### src/rtl/pipeline_sequencer_pkg.sv
// Shared constants and state encoding for the pipeline sequencer and its
// hazard detector.
package pipeline_sequencer_pkg;

   // Bubble encoding: class 11, op 1110, no side effects.
   localparam logic [15:0] NOP_WORD_DEFAULT = 16'hC0E0;

   // Opcode classes held in instruction bits [15:14].
   localparam logic [1:0] CLS_LD  = 2'b00;
   localparam logic [1:0] CLS_ST  = 2'b01;
   localparam logic [1:0] CLS_ALU = 2'b11;

   // Branch prefixes held in instruction bits [15:11].
   localparam logic [4:0] BR_UNCOND = 5'b10100;
   localparam logic [4:0] BR_COND   = 5'b10111;

   // HLT is an ALU-class instruction with op field [7:4] = 1111.
   localparam logic [3:0] HLT_OP = 4'b1111;

   typedef enum logic [2:0] {
      ST_IDLE   = 3'd0,
      ST_RUN    = 3'd1,
      ST_SQUASH = 3'd2,
      ST_DRAIN  = 3'd3,
      ST_HALT   = 3'd4
   } seq_state_t;

endpackage

### src/rtl/pipe_hazard_detect.sv
// Purely combinational decode of the ID/EX history: load-use hazard,
// HLT in ID and branch in EX. Gating by sequencer state happens in the top.
module pipe_hazard_detect
   import pipeline_sequencer_pkg::*;
(
   input  logic [15:0] command,
   input  logic [15:0] before_command,
   output logic        hazard_stall,
   output logic        is_hlt,
   output logic        is_branch
);

   logic [2:0] dest;
   logic       reads_src_a;
   logic       reads_src_b;

   // A load in EX collides with any ID instruction that reads its destination.
   always_comb begin
      dest        = before_command[13:11];
      reads_src_a = (command[10:8] == dest) &&
                    ((command[15:14] == CLS_LD) ||
                     (command[15:14] == CLS_ST) ||
                     (command[15:14] == CLS_ALU));
      reads_src_b = (command[15:14] == CLS_ALU) && (command[13:11] == dest);
      hazard_stall = (before_command[15:14] == CLS_LD) && (reads_src_a || reads_src_b);
      is_hlt       = (command[15:14] == CLS_ALU) && (command[7:4] == HLT_OP);
      is_branch    = (before_command[15:11] == BR_UNCOND) ||
                     (before_command[15:11] == BR_COND);
   end

endmodule

### src/rtl/pipeline_sequencer.sv
// Three-deep instruction history (ID/EX/WB) with start/halt control,
// load-use bubble insertion and wrong-path squashing after taken branches.
module pipeline_sequencer
   import pipeline_sequencer_pkg::*;
#(
   parameter int unsigned FETCH_LAT = 1,
   parameter int unsigned CNT_W     = 16,
   parameter logic [15:0] NOP_WORD  = NOP_WORD_DEFAULT
) (
   input  logic             clk,
   input  logic             reset,
   input  logic             start,
   input  logic             ext_stall,
   input  logic [15:0]      fetch_word,
   input  logic             branch_taken,
   output logic             pc_enable,
   output logic [15:0]      command,
   output logic [15:0]      before_command,
   output logic [15:0]      two_before_command,
   output logic             hazard_stall,
   output logic             running,
   output logic             halted,
   output logic [CNT_W-1:0] bubble_count
);

   localparam logic [1:0] SQUASH_INIT = 2'(FETCH_LAT);

   seq_state_t       state_reg, state_next;
   logic [15:0]      cmd_reg, cmd_next;
   logic [15:0]      bef_reg, bef_next;
   logic [15:0]      two_reg, two_next;
   logic [1:0]       squash_reg, squash_next;
   logic             drain_reg, drain_next;
   logic [CNT_W-1:0] bub_reg, bub_next;
   logic             bubble;
   logic             raw_hazard;
   logic             is_hlt;
   logic             is_branch;

   pipe_hazard_detect u_hazard (
      .command        (cmd_reg),
      .before_command (bef_reg),
      .hazard_stall   (raw_hazard),
      .is_hlt         (is_hlt),
      .is_branch      (is_branch)
   );

   // Next-state and output decode; ext_stall freezes everything.
   always_comb begin
      state_next   = state_reg;
      cmd_next     = cmd_reg;
      bef_next     = bef_reg;
      two_next     = two_reg;
      squash_next  = squash_reg;
      drain_next   = drain_reg;
      pc_enable    = 1'b0;
      hazard_stall = 1'b0;
      bubble       = 1'b0;
      if (!ext_stall) begin
         case (state_reg)
            ST_IDLE, ST_HALT: begin
               if (start) state_next = ST_RUN;
            end
            ST_RUN: begin
               if (is_branch && branch_taken) begin
                  // Both younger slots are wrong-path; the PC unit loads the target.
                  two_next  = bef_reg;
                  bef_next  = NOP_WORD;
                  cmd_next  = NOP_WORD;
                  pc_enable = 1'b1;
                  bubble    = 1'b1;
                  if (FETCH_LAT > 0) begin
                     squash_next = SQUASH_INIT;
                     state_next  = ST_SQUASH;
                  end
               end else if (raw_hazard) begin
                  // Hold ID and slip a bubble into EX for one cycle.
                  hazard_stall = 1'b1;
                  two_next     = bef_reg;
                  bef_next     = NOP_WORD;
                  bubble       = 1'b1;
               end else if (is_hlt) begin
                  // HLT moves on to EX; nothing new is fetched behind it.
                  two_next   = bef_reg;
                  bef_next   = cmd_reg;
                  cmd_next   = NOP_WORD;
                  drain_next = 1'b0;
                  state_next = ST_DRAIN;
               end else begin
                  two_next  = bef_reg;
                  bef_next  = cmd_reg;
                  cmd_next  = fetch_word;
                  pc_enable = 1'b1;
               end
            end
            ST_SQUASH: begin
               // Words fetched before the redirect are discarded.
               two_next    = bef_reg;
               bef_next    = cmd_reg;
               cmd_next    = NOP_WORD;
               pc_enable   = 1'b1;
               bubble      = 1'b1;
               squash_next = squash_reg - 2'd1;
               if (squash_reg <= 2'd1) state_next = ST_RUN;
            end
            ST_DRAIN: begin
               // Two more shifts push HLT out of WB.
               two_next   = bef_reg;
               bef_next   = cmd_reg;
               cmd_next   = NOP_WORD;
               drain_next = 1'b1;
               if (drain_reg) state_next = ST_HALT;
            end
            default: state_next = ST_IDLE;
         endcase
      end
      bub_next = (bubble && (bub_reg != {CNT_W{1'b1}})) ? bub_reg + 1'b1 : bub_reg;
   end

   // State and history registers with synchronous reset.
   always_ff @(posedge clk) begin
      if (reset) begin
         state_reg  <= ST_IDLE;
         cmd_reg    <= NOP_WORD;
         bef_reg    <= NOP_WORD;
         two_reg    <= NOP_WORD;
         squash_reg <= 2'd0;
         drain_reg  <= 1'b0;
         bub_reg    <= '0;
      end else begin
         state_reg  <= state_next;
         cmd_reg    <= cmd_next;
         bef_reg    <= bef_next;
         two_reg    <= two_next;
         squash_reg <= squash_next;
         drain_reg  <= drain_next;
         bub_reg    <= bub_next;
      end
   end

   // Status outputs decoded from state.
   always_comb begin
      running            = (state_reg == ST_RUN) || (state_reg == ST_SQUASH) ||
                           (state_reg == ST_DRAIN);
      halted             = (state_reg == ST_HALT);
      command            = cmd_reg;
      before_command     = bef_reg;
      two_before_command = two_reg;
      bubble_count       = bub_reg;
   end

endmodule

### config.mk
export PLATFORM = sky130hd
export DESIGN_NAME = pipeline_sequencer
export DESIGN_NICKNAME = d
export VERILOG_FILES = /design/src/rtl/pipeline_sequencer_pkg.sv /design/src/rtl/pipe_hazard_detect.sv /design/src/rtl/pipeline_sequencer.sv
export SDC_FILE = /design/constraint.sdc
export NUM_CORES = 1
export LEC_CHECK = 0
export CELL_PAD_IN_SITES_DETAIL_PLACEMENT = 2
export CELL_PAD_IN_SITES_GLOBAL_PLACEMENT = 2
export CORE_MARGIN = 2
export CORE_UTILIZATION = 24
export DETAILED_ROUTE_END_ITERATION = 6
export GPL_TIMING_DRIVEN = 0
export HOLD_SLACK_MARGIN = 0.06
export PLACE_DENSITY = 0.77
export SLEW_MARGIN = 15
export SYNTH_ARGS = -nofsm -noshare
export SYNTH_HDL_FRONTEND = slang
export SYNTH_SLANG_ARGS = --single-unit
### constraint.sdc
create_clock -name clk -period 2.6 [get_ports clk]
set_input_delay 0.65 -clock clk [delete_from_list [all_inputs] [get_ports clk]]
set_output_delay 0.65 -clock clk [all_outputs]
set_load 0.05 [all_outputs]
==> impl_metrics.tcl <==
set metrics [dict create \
    p_int_uw 2050 \
    synth_ff_type "dfxtp_1" \
    avgSynthCellArea_um2 9.208 \
    pwr-share-comb 0.103 \
    path_clk_slew_ps 60 \
    p_per_area_nw_per_um2 585.7 \
    timing.hold.ws_ps 462.7 \
    min_period_ps 2695 \
    io_buffer_count 88 \
    grtUsageTotal 0.1618 \
    drc 0 \
    antenna_found_initial 0 \
    critPathMaxStageDelay_ps 520 \
    yosysSeqAreaShare 0.4450 \
    cts_tree "done" \
    antenna_left 0 \
    wl_per_cell_um 18.23 \
    clock_latency_ps 340 \
    num_antenna_cells 0 \
    core_area_um2 12720 \
    synthesis.area_um2 3149 \
    vias 3074 \
    die_w_um 118.6 \
    grt_max_degree 15 \
    grt_pass1_wl_um 18090 \
    pwr-share-seq 0.399 \
    fin_area_um2 4750 \
    first_global_vias 3296 \
    crit_fanout 4 \
    routed_wl_um 11410 \
    numCtsBuffers 9 \
    worstSetupPathType "register to primary output" \
    maxSlewViolCount 0 \
    slew_headroom 0.6114 \
    fin_crit_sh 1.036 \
    rows 41 \
    drt-pass1-iter-count 4 \
    cp_cell_sequence "xor2_1 -> or4_4 -> a211o_1 -> a21oi_2 -> o21ai_2 -> buf_6" \
    ctsHoldBuffers 0 \
    path_buf_inv 1 \
    synth_edf_count 0 \
    vias_per_cell 4.911 \
    finalSetupViolCount 2 \
    grt-ovfl-total 0 \
    synthArstFlopShare 0 \
    critPathTopFamily "simple AND/OR/NAND/NOR gates" \
    ys_ff_latch 70 \
    netlist_instances 342 \
    arrival_ps 2040 \
    synth_cell_types 58 \
    startpoint_type "register" \
    ir_worst_vdd_v 0.0003161 \
    cts_max_level 3 \
    worstPathRequired_ps 1950 \
    drt_iter0_drc 73 \
    start_util 0.2475 \
    cts_max_path_buffers 2 \
    cts_root_buffer "clkbuf_16" \
    layout_commonest_cell "clkdlybuf4s50_1" \
    dieArea_um2 14050 \
    status "complete, but fails checks" \
    layout.nets 472 \
    die_h_um 118.6 \
    hold_path.class "register to register" \
    drv_cap 0 \
    dpl-instance-area_um2 4267 \
    synth-warning-count 0 \
    rsz0062_at_grt "true" \
    worstSetupEndpointType "primary output" \
    skew_ps 6.383 \
    cts_sinks 70 \
    violations "negative setup slack" \
    synth_nets 365 \
    boundaryPins 89 \
    final_cell_mix "clkdlybuf4s50_1, dfxtp_1, nand2_1" \
    p_leak_uw 0.001729 \
    setup_slack_ps -94.59 \
    worst_slew_pin_slew_ps 576.8 \
    p_switching_uw 732.0 \
    totalPowerFinal_uw 2782 \
    fmax_ghz 0.3711 \
    worst_path_max_delay_cell "or4_4" \
    hold_viol_final 0 \
    drive_gt1_frac 0.1718 \
    gp_congestion 0.7834 \
    switching_share 0.2631 \
    syn_to_final_growth_pct 50.81 \
    dp_hpwl_um 8248 \
    p_clk_frac 0.498 \
    nFillCells 1452 \
]
-- what timing repair did --
action	4_1_cts	5_1_grt
resized for setup	34	11
pin swaps	5	2
setup endpoints to repair	43	30
setup buffers	5	5
-- final timing paths --
path	from	to	slack, ps	cells past startpoint
hold reg to reg	two_before_command[0]$_SDFFE_PP0P_	two_before_command[0]$_SDFFE_PP0P_	460	2
setup reg to reg	state_reg[1]$_SDFFE_PP0P_	bubble_count[8]$_SDFFE_PP0P_	110	8
setup / recovery	command[12]$_SDFFE_PP0P_	pc_enable	-90	6
hold / removal	two_before_command[0]$_SDFFE_PP0P_	two_before_command[0]$_SDFFE_PP0P_	460	2
-- power by group through the flow --
| stage | Clock [uW] | Sequential [uW] | Combinational, uW |
|---|---|---|---|
| 6_report | 1390 | 1110 | 286 |
| 3_5_place_dp | 0 | 1130 | 266 |
| 3_3_place_gp | 0 | 1130 | 260 |
| 5_1_grt | 1470 | 1110 | 305 |
| 4_1_cts | 1420 | 1110 | 282 |
| 2_1_floorplan | 0 | 1190 | 99.4 |
-- area by class of cell --
class                      count  area [um^2]  area share
buffer                        19        100.1     0.02107
clock buffer                   9        225.2     0.04742
clock inverter                 7        102.6     0.02160
inverter                       9        33.78    0.007113
multi-input combinational    242         1682      0.3541
sequential                    70         1424      0.2998
tap                          172        215.2     0.04531
timing repair buffer          98        967.2      0.2036
-- cells by family after synthesis --
logic type      Yosys count  synth area share
mux                      13           0.04609
xor+xnor                  7           0.01947
flops                    70            0.4450
fa+ha+maj                 2          0.007945
simple gates            127            0.2026
compound gates           93            0.2348
buf+inv                  30           0.04410
-- cells in the mapped netlist, types with 6 or more instances --
cell | n | area (um^2)
nor2_1 | 24 | 90.09
a21oi_2 | 6 | 52.55
o21ai_0 | 6 | 30.03
a22o_1 | 11 | 96.34
a32o_1 | 11 | 110.1
a21oi_1 | 23 | 115.1
inv_1 | 9 | 33.78
dfxtp_1 | 70 | 1401
clkbuf_1 | 13 | 48.80
nand3_1 | 16 | 80.08
mux2_1 | 8 | 90.09
nor2b_1 | 14 | 87.58
nand2_1 | 42 | 157.7
-- metal layers --
metal | GRT usage | wire length [um]
met4 | 0.02902 | 72
met1 | 0.1985 | 5037
met5 | 0 | 0
met2 | 0.2870 | 5832
met3 | 0.04102 | 470
-- worst reg2reg max path: cells and delay by family, from the launching register on --
kind,cells,cell delay [ps]
AO/OA/AOI/OAI,2,440
buffers and inverters,3,460
AND/OR/NAND/NOR,2,780
multiplexers,1,330
flip-flops,1,370
-- per-stage QoR --
stage	setup slack, ps	setup TNS (ps)	util	std cells
6_report	-94.59	-167.5	0.3733	626
5_1_grt	-141.5	-267.9	0.3733	626
4_1_cts	-125.4	-220.5	0.3685	621
3_5_place_dp	-1283	-33050	0.3354	602
3_3_place_gp	-1253	-29880	0.3354	602
2_1_floorplan	-62.97	-112.2	-	342
Note: power is estimated with default switching activity, not from simulation.
==> variant 1 (config.mk and constraints unchanged) <==
Set the parameter `CNT_W` to 18 (it was 16).
--- a/src/rtl/pipeline_sequencer.sv
+++ b/src/rtl/pipeline_sequencer.sv
@@ -4,7 +4,7 @@
    import pipeline_sequencer_pkg::*;
 #(
    parameter int unsigned FETCH_LAT = 1,
-   parameter int unsigned CNT_W     = 16,
+   parameter int unsigned CNT_W     = 18,
    parameter logic [15:0] NOP_WORD  = NOP_WORD_DEFAULT
 ) (
    input  logic             clk,
Ports: changed (resized bubble_count); port bits go from 89 to 91. No check against the original RTL was run, so the function may have changed too.
==> variant 1 against the original RTL <==
- the run still ends with negative setup slack left
- wire length increased by 8.7%
- design area increased by 0.84%
- sequential cell count increased by 2
- via count up 7.8%
- clock power is 20% lower
- die area grew 4.3%
- area after synthesis grew 4.4%
- sequential share of layout area up 0.43 points
- total power up 0.52%
- setup slack lost 0.040 ns
- largest cell class unchanged
==> variant 1: results (changes against the original RTL) <==
pre-CTS WS -0.973 ns (+0.310 ns); ys async rst share 0% (unchanged); maximum number of buffers from clock root to sink 2 (unchanged); antenna diode count 0 (unchanged); number of global-route vias before repair 3673 (+11%); final cell count without fillers 686 (+9.6%); first-pass GRT wire length 19600 µm (+8.4%); commonest cells in the synthesized netlist sky130_fd_sc_hd__nand2_1, sky130_fd_sc_hd__dfxtp_1, sky130_fd_sc_hd__a21oi_1, sky130_fd_sc_hd__nor2_1, sky130_fd_sc_hd__nand3_1; HP Class register to register; Final GP Congestion 0.795 (+1.5%); number of CTS-inserted buffers 9 (unchanged); Buffers on Ports 89 (+1.1%); slowest cell on the critical path sky130_fd_sc_hd__dfxtp_4; total wire length 12400 µm (+8.7%); clock-pin slew on the worst setup and hold paths 0.06 ns (about the same); number of flip-flops under the largest register name 18; maximum vdd drop 0.238 mV (-25%); remaining max-slew budget at the tightest pin 46.1% (-15 points); count of final setup violators 2 (unchanged); Max Clock Skew 0.00621 ns (-0.000176 ns); count of cells along the worst register-to-register path 8 (unchanged); pin count of the biggest net entering global routing 12 (-3); number of vias per cell 4.83 (-1.7%); status complete, but fails checks; number of violations reported at the end of detailed-routing iteration 0 186 (+150%); largest driver fanout on the critical path 4 (unchanged); remaining antenna violation count 0 (unchanged); Layout Nets 530 (+12%); reported leakage power 1.80 nW (+4.2%); violated checks negative setup slack; Hold Path Depth 2 (unchanged); maximum level of the CTS H-tree 3 (unchanged); Main synth FF type sky130_fd_sc_hd__dfxtp_1; number of placed cells counting well taps 663 (+10%); share of the yosys chip area belonging to registers 43.8% (-0.68 points); Synth Instances 398 (+16%); Layout fillers 1514 (+4.3%); share of post-route cells with drive strength above 1 11.8% (-5.4 points); leading cell types by total area after synthesis sky130_fd_sc_hd__dfxtp_1, sky130_fd_sc_hd__nand2_1, sky130_fd_sc_hd__a21oi_1; Net Count, Synth 421 (+15%); CP peak stage delay 0.37 ns (-0.15 ns); first-pass iteration count of the detailed router 4 (unchanged); Synthesis Warnings 0 (unchanged); dpl hpwl 9110 µm (+10%); Distinct cells, synth 47 (-19%); family with the most delay on the worst path compound AO/OA/AOI/OAI gates; antenna violations before repair 0 (unchanged); later-pin clock latency in the skew report 0.34 ns (about the same); total track usage 17.6% (+1.4 points); Root Buffer Master sky130_fd_sc_hd__clkbuf_16; post-layout worst setup margin -0.135 ns (-0.0402 ns)
[variant 1: cell types whose count changed in the layout (fill, tap and decap cells not counted), moves of 5 or more]
cell	delta
sky130_fd_sc_hd__a22o_1	-11
sky130_fd_sc_hd__nor2_1	+12
sky130_fd_sc_hd__nand2b_1	+5
sky130_fd_sc_hd__nor3_1	+8
sky130_fd_sc_hd__nand3_1	+5
sky130_fd_sc_hd__a21oi_2	-5
sky130_fd_sc_hd__o21bai_1	+5
sky130_fd_sc_hd__a32o_1	-11
sky130_fd_sc_hd__nand3b_1	+8
sky130_fd_sc_hd__clkbuf_1	+8
sky130_fd_sc_hd__o32a_1	-5
sky130_fd_sc_hd__a21oi_1	+18
sky130_fd_sc_hd__nand2_1	+40
[variant 1: area by class of cell]
type	instances	share of cell area [%]
multi-input cells	295	36.6
repair buffers	100	20.4
flip-flops and latches	72	30.4
plain buffers	24	2.35
clock inverters	3	0.444
inverters	5	0.392
clock buffers	11	4.86
well taps	176	4.60
[variant 1: cell families after synthesis]
group                      share of synthesized area (%)
buffers and inverters                               4.49
adders and majority gates                          0.761
DFF                                                 43.8
AOI/OAI and AO/OA                                   14.3
and+or+nand+nor                                     29.2
xor gates and xnor gates                            2.66
muxes                                               4.75
[variant 1: worst paths after layout]
check                                           start               endpoint  slack, ns
worst max-delay path               before_command[11]              pc_enable      -0.13
worst min-delay path            two_before_command[2]  two_before_command[2]       0.46
worst max register to register        bubble_count[0]       bubble_count[15]       0.19
worst min register to register  two_before_command[2]  two_before_command[2]       0.46
[variant 1: power breakdown]
group          total (W)  switching (W)  leakage (nW)  internal [W]
registers        0.00118      0.0000409         0.586       0.00114
logic           0.000508       0.000331          1.09      0.000177
clock network    0.00111       0.000474         0.121      0.000635
[variant 1: what timing repair did]
item / CTS / global route
pin swaps: 5 / 5
setup endpoints to repair: 4 / 2
hold buffers: 0 / 0
buffers inserted: 5 / 6
resized for setup: 23 / 12
[variant 1: routing by layer]
| metal | track usage, % | part of all wire, % | vias to the layer above |
|---|---|---|---|
| met5 | 0 | 0 | - |
| met4 | 6.90 | 2.0 | 0 |
| met3 | 3.34 | 3.2 | 18 |
| met2 | 30.1 | 50 | 62 |
| met1 | 21.6 | 45 | 1656 |
| li1 | - | - | 1577 |
[variant 1: per-stage QoR]
step	TNS (ns)	util (%)	area, µm²
2_1_floorplan	0	-	3300
3_3_place_gp	-1.85	33.2	4410
3_5_place_dp	-2.75	33.2	4410
4_1_cts	-0.165	35.4	4710
5_1_grt	-0.370	36.0	4790
6_report	-0.182	36.0	4790
[variant 1: worst min-delay path: stages (launching register included)]
cell and delay (ns):
sky130_fd_sc_hd__dfxtp_1 0.31, sky130_fd_sc_hd__nand2_1 0.05, sky130_fd_sc_hd__a21oi_1 0.05
==> variant 2 (config.mk and constraints unchanged) <==
Made on the original files. The 5 states of `seq_state_t` get a one-hot encoding in 5 bits.
--- a/src/rtl/pipeline_sequencer_pkg.sv
+++ b/src/rtl/pipeline_sequencer_pkg.sv
@@ -17,12 +17,12 @@
    // HLT is an ALU-class instruction with op field [7:4] = 1111.
    localparam logic [3:0] HLT_OP = 4'b1111;
 
-   typedef enum logic [2:0] {
-      ST_IDLE   = 3'd0,
-      ST_RUN    = 3'd1,
-      ST_SQUASH = 3'd2,
-      ST_DRAIN  = 3'd3,
-      ST_HALT   = 3'd4
+   typedef enum logic [4:0] {
+      ST_IDLE   = 5'b00001,
+      ST_RUN    = 5'b00010,
+      ST_SQUASH = 5'b00100,
+      ST_DRAIN  = 5'b01000,
+      ST_HALT   = 5'b10000
    } seq_state_t;
 
 endpackage
Check against the original RTL: no difference found for any inputs over 10 cycles, from zero or initial values and one cycle with reset high; not proved beyond that.
==> variant 2 against the original RTL <==
- total power down 11%
- area after synthesis is 15% higher
- clock skew grew 0.0017 ns
- global-route usage shrank 0.13 points
- critical endpoint unchanged
- wire length increased by 10%
- design area up 8.5%
- setup slack gained 0.15 ns
- sequential cell count grew 2
==> variant 2: results (changes against the original RTL) <==
number of violations reported at the end of detailed-routing iteration 0 108 (+48%); Post-Route M1 WL 5200 µm (+3.1%); portion of the layout cell area used by non-clock buffers 20.9% (-1.5 points); maximum vdd drop 0.303 mV (-4.2%); leading cell types by total area after synthesis sky130_fd_sc_hd__dfxtp_1, sky130_fd_sc_hd__mux2i_1, sky130_fd_sc_hd__mux2_2; family with the most delay on the worst path compound AO/OA/AOI/OAI gates; Final GP Congestion 0.812 (+3.7%); startpoint of the worst-slack reg-to-reg timing path command[8]; share of final layout cell area taken by clock buffers and inverters 5.27% (-1.6 points); number of placed cells counting well taps 652 (+8.3%); multi-input gate share of the layout cell area 40.5% (+5.1 points); reported leakage power 1.93 nW (+11%); share of the yosys chip area belonging to registers 39.8% (-4.7 points); pre-CTS WS -0.841 ns (+0.442 ns); slowest cell on the critical path sky130_fd_sc_hd__dfxtp_2; WL met2 6350 µm (+8.9%); Layout Nets 510 (+8.1%); commonest cells in the synthesized netlist sky130_fd_sc_hd__dfxtp_1, sky130_fd_sc_hd__nor2_1, sky130_fd_sc_hd__nor2b_1, sky130_fd_sc_hd__mux2i_1, sky130_fd_sc_hd__nand2_1; maximum number of buffers from clock root to sink 2 (unchanged); pin count of the biggest net entering global routing 14 (-1); global-route track usage on met1 17.9% (-2.0 points); CP peak stage delay 0.35 ns (-0.17 ns); overall via count from detail_route 3299 (+7.3%); comb_multi_in 275 (+14%); share of post-route cells with drive strength above 1 19.9% (+2.7 points); switching component of the power 0.000636 W (-13%); dpl hpwl 9480 µm (+15%); total wire length 12600 µm (+10%); Core Area 14600 µm² (+15%); synthesized-area fraction occupied by adder cells 0.691% (-0.10 points); post-synthesis compound-gate area fraction 14.6% (-8.9 points); # clk buffers 10 (+1); first-pass GRT wire length 20000 µm (+11%); slack of the worst reg-to-reg path 0.32 ns (+0.21 ns); Layout fillers 1612 (+11%); Max Clock Skew 0.00808 ns (+0.00170 ns); xor-xnor portion of the synthesized cell area 2.66% (+0.71 points); area post-placement 4740 µm² (+11%); status finished clean; area overhead of the layout relative to synthesis 42.3%; layout buffer count excluding clock buffers 121 (+3.4%); Hold Path Depth 2 (unchanged); remaining max-slew budget at the tightest pin 62.2% (+1.0 points); sequential cell count 72 (+2.9%); Synth Instances 380 (+11%); count of final setup violators 0 (-2); worst flop-to-flop path endpoint command[13]; met2 global-route usage 28.5% (-0.17 points); multiplexer share of the synthesized area 14.8% (+10 points); final cell count without fillers 676 (+8.0%); detailed-routed wire length on met3 801 µm (+70%); number of ordinary inverters in the final layout 8 (-1); Clk power 0.00115 W (-17%); Hold EP two_before_command[7]
variant 2: changes by cell type after synthesis, sizes merged, moves of 4 or more:
| cell | change |
|---|---|
| a21oi | -18 |
| nand4 | +4 |
| nor2 | +33 |
| and2 | +10 |
| a22o | -11 |
| nand2 | -20 |
| nor2b | +12 |
| o22a | -4 |
| mux2 | +15 |
| nand3 | -11 |
| o32a | -5 |
| mux2i | +22 |
| xor2 | +6 |
variant 2: worst max path at each step:
stage | startpoint | end | slack [ns] | depth (start not counted)
2_1_floorplan | command[15] | hazard_stall | 0.009 | 5
3_3_place_gp | ext_stall | hazard_stall | -0.81 | 6
3_5_place_dp | ext_stall | hazard_stall | -0.84 | 6
4_1_cts | branch_taken | pc_enable | 0.006 | 6
5_1_grt | before_command[11] | pc_enable | -0.03 | 7
6_report | command[8] | pc_enable | 0.06 | 7
variant 2: what timing repair did:
| item | CTS | global route |
|---|---|---|
| resized for setup | 41 | 11 |
| pin swaps | 6 | 6 |
| buffers inserted | 7 | 3 |
| setup endpoints to repair | 14 | 27 |
